## config.mk

```make
export PLATFORM = sky130hd
export DESIGN_NAME = alarm_bank
export DESIGN_NICKNAME = d
export VERILOG_FILES = /design/src/rtl/alarm_pkg.sv /design/src/rtl/alarm_channel.sv /design/src/rtl/alarm_bank.sv
export SDC_FILE = /design/constraint.sdc
export NUM_CORES = 1
export LEC_CHECK = 0
export ABC_AREA = 0
export BUFFER_PORTS_ARGS = -buffer_cell sky130_fd_sc_hd__buf_2
export CAP_MARGIN = 10
export CORE_MARGIN = 1
export CORE_UTILIZATION = 39
export DETAILED_ROUTE_END_ITERATION = 8
export MAX_ROUTING_LAYER = met4
export PLACE_DENSITY = 0.62
export SETUP_SLACK_MARGIN = 0.1
export SYNTH_ARGS = -nofsm -noshare
export SYNTH_HDL_FRONTEND = slang
export SYNTH_SLANG_ARGS = --single-unit
```

## constraint.sdc

```tcl
create_clock -name clk -period 2.02 [get_ports clk]
set_input_delay 0.202 -clock clk [delete_from_list [all_inputs] [get_ports clk]]
set_output_delay 0.202 -clock clk [all_outputs]
set_load 0.005 [all_outputs]
```

## src/rtl/alarm_pkg.sv

```systemverilog
// Shared types and constants for the alarm bank: FSM state encoding, time field widths,
// and the snooze-target arithmetic.
package alarm_pkg;

    localparam int unsigned HR_MAX  = 23;
    localparam int unsigned MIN_MAX = 59;
    localparam int unsigned HR_W    = 5;
    localparam int unsigned MIN_W   = 6;

    typedef enum logic [1:0] {
        StIdle   = 2'd0,
        StRing   = 2'd1,
        StSnooze = 2'd2
    } alarm_state_e;

    typedef struct packed {
        logic [HR_W-1:0]  hour;
        logic [MIN_W-1:0] minute;
    } hhmm_t;

    // Adds at most 59 minutes to a time of day, carrying into the hour and past midnight.
    function automatic hhmm_t add_minutes(hhmm_t t, int unsigned mins);
        hhmm_t       r;
        int unsigned m;
        int unsigned h;
        m = 32'(t.minute) + mins;
        h = 32'(t.hour);
        if (m > MIN_MAX) begin
            m = m - (MIN_MAX + 1);
            h = (h == HR_MAX) ? 32'd0 : h + 32'd1;
        end
        r.hour   = HR_W'(h);
        r.minute = MIN_W'(m);
        return r;
    endfunction

endpackage

```

## src/rtl/alarm_channel.sv

```systemverilog
// One alarm channel: stored hour/minute/armed setting, wrap-around field increment and
// comparison of the setting against the current time.
module alarm_channel
    import alarm_pkg::*;
(
    input  logic             clk_i,
    input  logic             rst_i,
    input  logic             inc_i,
    input  logic             set_min_i,
    input  logic             arm_toggle_i,
    input  logic [HR_W-1:0]  cur_hour_i,
    input  logic [MIN_W-1:0] cur_min_i,
    output logic [HR_W-1:0]  hour_o,
    output logic [MIN_W-1:0] minute_o,
    output logic             armed_o,
    output logic             match_o
);

    logic [HR_W-1:0]  hour_q, hour_d;
    logic [MIN_W-1:0] minute_q, minute_d;
    logic             armed_q, armed_d;

    // Fields wrap independently; a minute rollover never carries into the hour.
    always_comb begin
        hour_d   = hour_q;
        minute_d = minute_q;
        armed_d  = armed_q ^ arm_toggle_i;
        if (inc_i) begin
            if (set_min_i) begin
                minute_d = (minute_q == MIN_W'(MIN_MAX)) ? '0 : minute_q + 1'b1;
            end else begin
                hour_d = (hour_q == HR_W'(HR_MAX)) ? '0 : hour_q + 1'b1;
            end
        end
    end

    always_ff @(posedge clk_i) begin
        if (rst_i) begin
            hour_q   <= '0;
            minute_q <= '0;
            armed_q  <= 1'b0;
        end else begin
            hour_q   <= hour_d;
            minute_q <= minute_d;
            armed_q  <= armed_d;
        end
    end

    assign hour_o   = hour_q;
    assign minute_o = minute_q;
    assign armed_o  = armed_q;
    assign match_o  = armed_q && (hour_q == cur_hour_i) && (minute_q == cur_min_i);

endmodule

```

## src/rtl/alarm_bank.sv

```systemverilog
// Bank of N_ALARM alarm channels sharing one ring/snooze controller with auto-stop,
// limited snoozes and an intermittent beep drive.
module alarm_bank
    import alarm_pkg::*;
#(
    parameter int unsigned N_ALARM    = 4,
    parameter int unsigned RING_SEC   = 60,
    parameter int unsigned SNOOZE_MIN = 5,
    parameter int unsigned MAX_SNOOZE = 3
) (
    input  logic                       clk,
    input  logic                       rst,
    input  logic                       sec_tick,
    input  logic [HR_W-1:0]            hour,
    input  logic [MIN_W-1:0]           minute,
    input  logic [MIN_W-1:0]           second,
    input  logic [$clog2(N_ALARM)-1:0] sel,
    input  logic                       edit_en,
    input  logic                       set_hr_or_min,
    input  logic                       inc_short,
    input  logic                       arm_toggle,
    input  logic                       snooze,
    input  logic                       dismiss,
    output logic [HR_W-1:0]            hour_out,
    output logic [MIN_W-1:0]           minute_out,
    output logic                       armed_out,
    output logic                       beep_out,
    output logic [$clog2(N_ALARM)-1:0] active_ch,
    output logic                       ringing
);

    localparam int unsigned SelW  = $clog2(N_ALARM);
    localparam int unsigned RingW = $clog2(RING_SEC + 1);
    localparam int unsigned SnzW  = (MAX_SNOOZE < 1) ? 1 : $clog2(MAX_SNOOZE + 1);

    logic [HR_W-1:0]    ch_hour [N_ALARM];
    logic [MIN_W-1:0]   ch_min  [N_ALARM];
    logic [N_ALARM-1:0] ch_armed;
    logic [N_ALARM-1:0] ch_match;

    alarm_state_e    state_q, state_d;
    logic [RingW-1:0] ring_cnt_q, ring_cnt_d;
    logic [SnzW-1:0]  snooze_cnt_q, snooze_cnt_d;
    hhmm_t           target_q, target_d;
    logic [SelW-1:0] active_ch_q, active_ch_d;
    logic            beep_q, beep_d;
    logic            ringing_q, ringing_d;

    logic            any_match;
    logic [SelW-1:0] match_idx;
    logic            act_armed;
    hhmm_t           now_t;
    logic            top_of_min;
    logic            at_target;
    logic            ring_last;
    logic            snooze_ok;

    for (genvar i = 0; i < N_ALARM; i++) begin : g_ch
        logic sel_hit;
        assign sel_hit = (sel == SelW'(i));

        alarm_channel u_ch (
            .clk_i        (clk),
            .rst_i        (rst),
            .inc_i        (edit_en && inc_short && sel_hit),
            .set_min_i    (set_hr_or_min),
            .arm_toggle_i (arm_toggle && sel_hit),
            .cur_hour_i   (hour),
            .cur_min_i    (minute),
            .hour_o       (ch_hour[i]),
            .minute_o     (ch_min[i]),
            .armed_o      (ch_armed[i]),
            .match_o      (ch_match[i])
        );
    end

    // Display path: selected channel setting, combinational from sel.
    always_comb begin
        hour_out   = '0;
        minute_out = '0;
        armed_out  = 1'b0;
        for (int i = 0; i < N_ALARM; i++) begin
            if (sel == SelW'(i)) begin
                hour_out   = ch_hour[i];
                minute_out = ch_min[i];
                armed_out  = ch_armed[i];
            end
        end
    end

    // Scan from the top so the lowest matching index is the one left standing.
    always_comb begin
        any_match = 1'b0;
        match_idx = '0;
        for (int i = N_ALARM - 1; i >= 0; i--) begin
            if (ch_match[i]) begin
                any_match = 1'b1;
                match_idx = SelW'(i);
            end
        end
    end

    always_comb begin
        act_armed = 1'b0;
        for (int i = 0; i < N_ALARM; i++) begin
            if (active_ch_q == SelW'(i)) begin
                act_armed = ch_armed[i];
            end
        end
    end

    assign now_t      = {hour, minute};
    assign top_of_min = sec_tick && (second == '0);
    assign at_target  = (now_t == target_q);
    assign ring_last  = (ring_cnt_q == RingW'(RING_SEC - 1));
    assign snooze_ok  = (snooze_cnt_q < SnzW'(MAX_SNOOZE));

    always_ff @(posedge clk) begin
        if (rst) begin
            state_q <= StIdle;
        end else begin
            state_q <= state_d;
        end
    end

    // Priority within each state: dismiss, then snooze, then timeout, then match.
    always_comb begin
        state_d = state_q;
        case (state_q)
            StIdle: begin
                if (top_of_min && any_match) begin
                    state_d = StRing;
                end
            end
            StRing: begin
                if (dismiss) begin
                    state_d = StIdle;
                end else if (snooze) begin
                    state_d = snooze_ok ? StSnooze : StIdle;
                end else if (sec_tick && ring_last) begin
                    state_d = StIdle;
                end
            end
            StSnooze: begin
                if (dismiss || !act_armed) begin
                    state_d = StIdle;
                end else if (top_of_min && at_target) begin
                    state_d = StRing;
                end
            end
            default: state_d = StIdle;
        endcase
    end

    // Counters, snooze target and registered outputs, keyed on the state transition.
    always_comb begin
        ring_cnt_d   = ring_cnt_q;
        snooze_cnt_d = snooze_cnt_q;
        target_d     = target_q;
        active_ch_d  = active_ch_q;
        beep_d       = beep_q;
        if (state_q == StIdle && state_d == StRing) begin
            active_ch_d  = match_idx;
            ring_cnt_d   = '0;
            snooze_cnt_d = '0;
            beep_d       = 1'b1;
        end else if (state_q == StRing && state_d == StRing) begin
            if (sec_tick) begin
                ring_cnt_d = ring_cnt_q + 1'b1;
                beep_d     = ~beep_q;
            end
        end else if (state_q == StRing && state_d == StSnooze) begin
            target_d     = add_minutes(now_t, SNOOZE_MIN);
            snooze_cnt_d = snooze_cnt_q + 1'b1;
        end else if (state_q == StSnooze && state_d == StRing) begin
            ring_cnt_d = '0;
            beep_d     = 1'b1;
        end
        if (state_d != StRing) begin
            beep_d = 1'b0;
        end
        ringing_d = (state_d == StRing);
    end

    always_ff @(posedge clk) begin
        if (rst) begin
            ring_cnt_q   <= '0;
            snooze_cnt_q <= '0;
            target_q     <= '0;
            active_ch_q  <= '0;
            beep_q       <= 1'b0;
            ringing_q    <= 1'b0;
        end else begin
            ring_cnt_q   <= ring_cnt_d;
            snooze_cnt_q <= snooze_cnt_d;
            target_q     <= target_d;
            active_ch_q  <= active_ch_d;
            beep_q       <= beep_d;
            ringing_q    <= ringing_d;
        end
    end

    assign beep_out  = beep_q;
    assign active_ch = active_ch_q;
    assign ringing   = ringing_q;

endmodule
```

==> impl_metrics.toml <==
[outcome]
status = "finished, final reports clean"

[floorplan]
core_um2 = 11000
initial_utilization_pct = 40.7
dieArea_um2 = 11900
fp.dieH_um = 109
ios = 44
die_w_um = 109
row_count = 38

[worst_setup_path]
worst_setup_path_end_kind = "flop"
worst-path-buf-inv = 0
critPathMostFrequentCell = "or4_4"
arrival_ns = 2.16
crit_chain = "ha_4, nand2_4, nor2_1, or4_4, a21boi_4, or4_4, a22oi_2"
critPathKind = "reg2reg"
crit_family = "simple AND/OR/NAND/NOR gates"
cp_max_fo = 6
cpMaxStageDelayCell = "or4_4"
slowest_delay_ns = 0.48
critPathRequiredTime_ns = 2.29
cp-start-kind = "flop"

[grt]
grt_pass1_wl_um = 19400
antenna_found_initial = 0
gr-total-overflow = 0
grt_usage_pct = 22.5
grt_max_degree = 22
grt_pass1_vias = 3881

[timing]
final_hold_viol_count = 0
timing.slew.headroom_pct = 64.2
tightest_slew_ns = 0.532
final-setup-viol-count = 0
slew_violations = 0
finalClockSkew_ns = 0.00457
max_freq_mhz = 528
finalCritPeriodShare_pct = 93.7
fin_crit_ns = 1.89
rsz0062_at_grt = "yes"
final.setup.tns_ns = 0
holdWs_ns = 0.216

[synthesis]
ys_seq_area_share_pct = 32.6
synth_area_leaders = "dfxtp_1 33%, xnor2_1 13%, mux4_2 6.5%"
synth_edf_count = 0
synth_seq_cells = 73
synth_top_flop_cell = "dfxtp_1"
avgSynthCellArea_um2 = 8.83
ys_warn_count = 0
synthCells = 508
synth_top_area_cell = "dfxtp_1"
async_flop_share_pct = 0
synth_cell_type_count = 53
synth.cell_area_um2 = 4490
yosysTopAreaCellShare_pct = 32.6
synth_fp_nets = 551

[routing]
drt_iter0_drc = 281
vias = 4052
avgRoutedWirePerCell_um = 16.4
route.detailed.drc = 0
vias_per_cell = 5.48
drtPass1Iterations = 4
antenna_left = 0
wl_um = 12100

[layout]
instances_no_fill = 740
design_area_um2 = 5610
nets = 638
drive_above_1_share_pct = 26.7
antennaDiodeCount = 0
area_delta_synth_final_pct = 25.1

[clock_network]
clk_pin_slew_ns = 0.06
clock-root-buffer = "clkbuf_16"
ctsHoldBuffers = 0
cts-buffers-inserted = 9
cts_tree = "built"
cts_sinks = 73
cts_buffer_depth = 2
htree_levels = 3
clock_latency_ns = 0.34

[place]
port_buffers = 43
routabilityCongestion = 0.895
place_area_um2 = 5200
place_inst = 721
hpwl_um = 9220

[min_path]
holdCritPathClass = "in2reg"

[pwr]
power_density_nw_per_um2 = 617
leakagePower_nw = 2.11
vdd_drop_max_mv = 0.399
total_power_mw = 3.46

[job]
cap_violations = 0
stage by stage:
stage | worst slack [ns] | util (%)
finish | 0.127 | 50.9
global route | 0.0538 | 50.9
CTS | 0.103 | 50.3
detailed placement | -0.124 | 47.2
global placement | -0.0541 | 47.2
floorplan | 0.109 | -
final timing paths:
check	startpoint	end	slack, ns	cells past startpoint
hold / removal	arm_toggle	g_ch[0].u_ch.armed_o$_SDFF_PP0_	0.22	4
setup reg to reg	ring_cnt_q[0]$_SDFFE_PP0P_	ring_cnt_q[3]$_SDFFE_PP0P_	0.13	7
setup / recovery	ring_cnt_q[0]$_SDFFE_PP0P_	ring_cnt_q[3]$_SDFFE_PP0P_	0.13	7
hold reg to reg	snooze_cnt_q[1]$_SDFFE_PP0P_	snooze_cnt_q[1]$_SDFFE_PP0P_	0.46	2
Yosys cell counts (all sizes together), types with 10 or more instances:
cell     n
a21oi   27
buf     17
dfxtp   73
ha      15
mux4    13
nand2   37
nand2b  10
nand3   19
nand4   24
nor2    58
o21ai   30
xnor2   69
xor2    24
cells in the final DEF (no fill, tap or decap), types with 3 or more instances in the layout:
cell and n:
clkbuf_16 9, mux4_2 13, mux2i_1 5, nand3b_1 4, nand2b_1 9, xnor2_1 68, clkinv_2 3, nand3_1 18
nor3b_1 5, nand4_1 24, nor3_2 4, xor2_1 24, nor2_1 58, o31ai_1 4, nand4b_1 4, ha_1 13
nand2_1 36, o21ai_0 29, inv_1 9, buf_2 43, or4_1 3, nor3_1 5, dfxtp_1 68, and3_1 4
and4_1 3, or3_1 4, dfxtp_2 5, buf_4 55, a21oi_1 26
sequential cells by signal, summed over array words and instances (netlist names):
name and count:
active_ch 2, beep_out 1, g_ch.u_ch.armed_o 4, g_ch.u_ch.hour_o 20
g_ch.u_ch.minute_o 24, ring_cnt_q 6, ringing 1, snooze_cnt_q 2
state_q 2, target_q 11
cell type report:
cell class	count	area [um^2]
sequential	73	1470
tap	140	175
clock buffer	11	253
inverter	9	33.8
timing repair buffer	101	679
multi-input combinational	401	2950
clock inverter	5	53.8
fill	1049	5420
repair_timing:
| item | in CTS | in global routing |
|---|---|---|
| resized for setup | 3 | 14 |
| pin swaps | 3 | 5 |
| gates cloned | 0 | 0 |
| setup buffers | 3 | 0 |
| setup endpoints to repair | 2 | 10 |
worst reg2reg max path: cells and delay by family, from the launching register on:
family / cells / cell delay [ns]
and+or+nand+nor: 4 / 1.03
adders and majority gates: 1 / 0.16
AOI/OAI and AO/OA: 2 / 0.30
DFF: 1 / 0.33
power by group:
part / switching [mW] / internal, mW / total, mW
combinational: 0.202 / 0.165 / 0.368
sequential: 0.0125 / 1.45 / 1.46
clock: 0.615 / 1.02 / 1.63
total: 0.830 / 2.63 / 3.46
per-layer routing:
| layer | part of all wire (%) | vias up | global-route usage, % |
|---|---|---|---|
| met4 | 1.9 | 0 | 7.81 |
| met3 | 4.7 | 18 | 5.20 |
| li1 | - | 1987 | - |
| met1 | 46 | 1948 | 27.2 |
| met2 | 47 | 99 | 36.5 |
| met5 | 0 | - | - |
cell families after synthesis:
logic type / after synthesis / share of synthesized area (%)
xor+xnor: 93 / 18.1
buf+inv: 34 / 3.93
flops: 73 / 32.6
mux: 19 / 7.89
fa+ha+maj: 15 / 4.18
compound gates: 81 / 10.9
simple gates: 193 / 22.4
No activity file was read; power rests on OpenSTA's default activity.
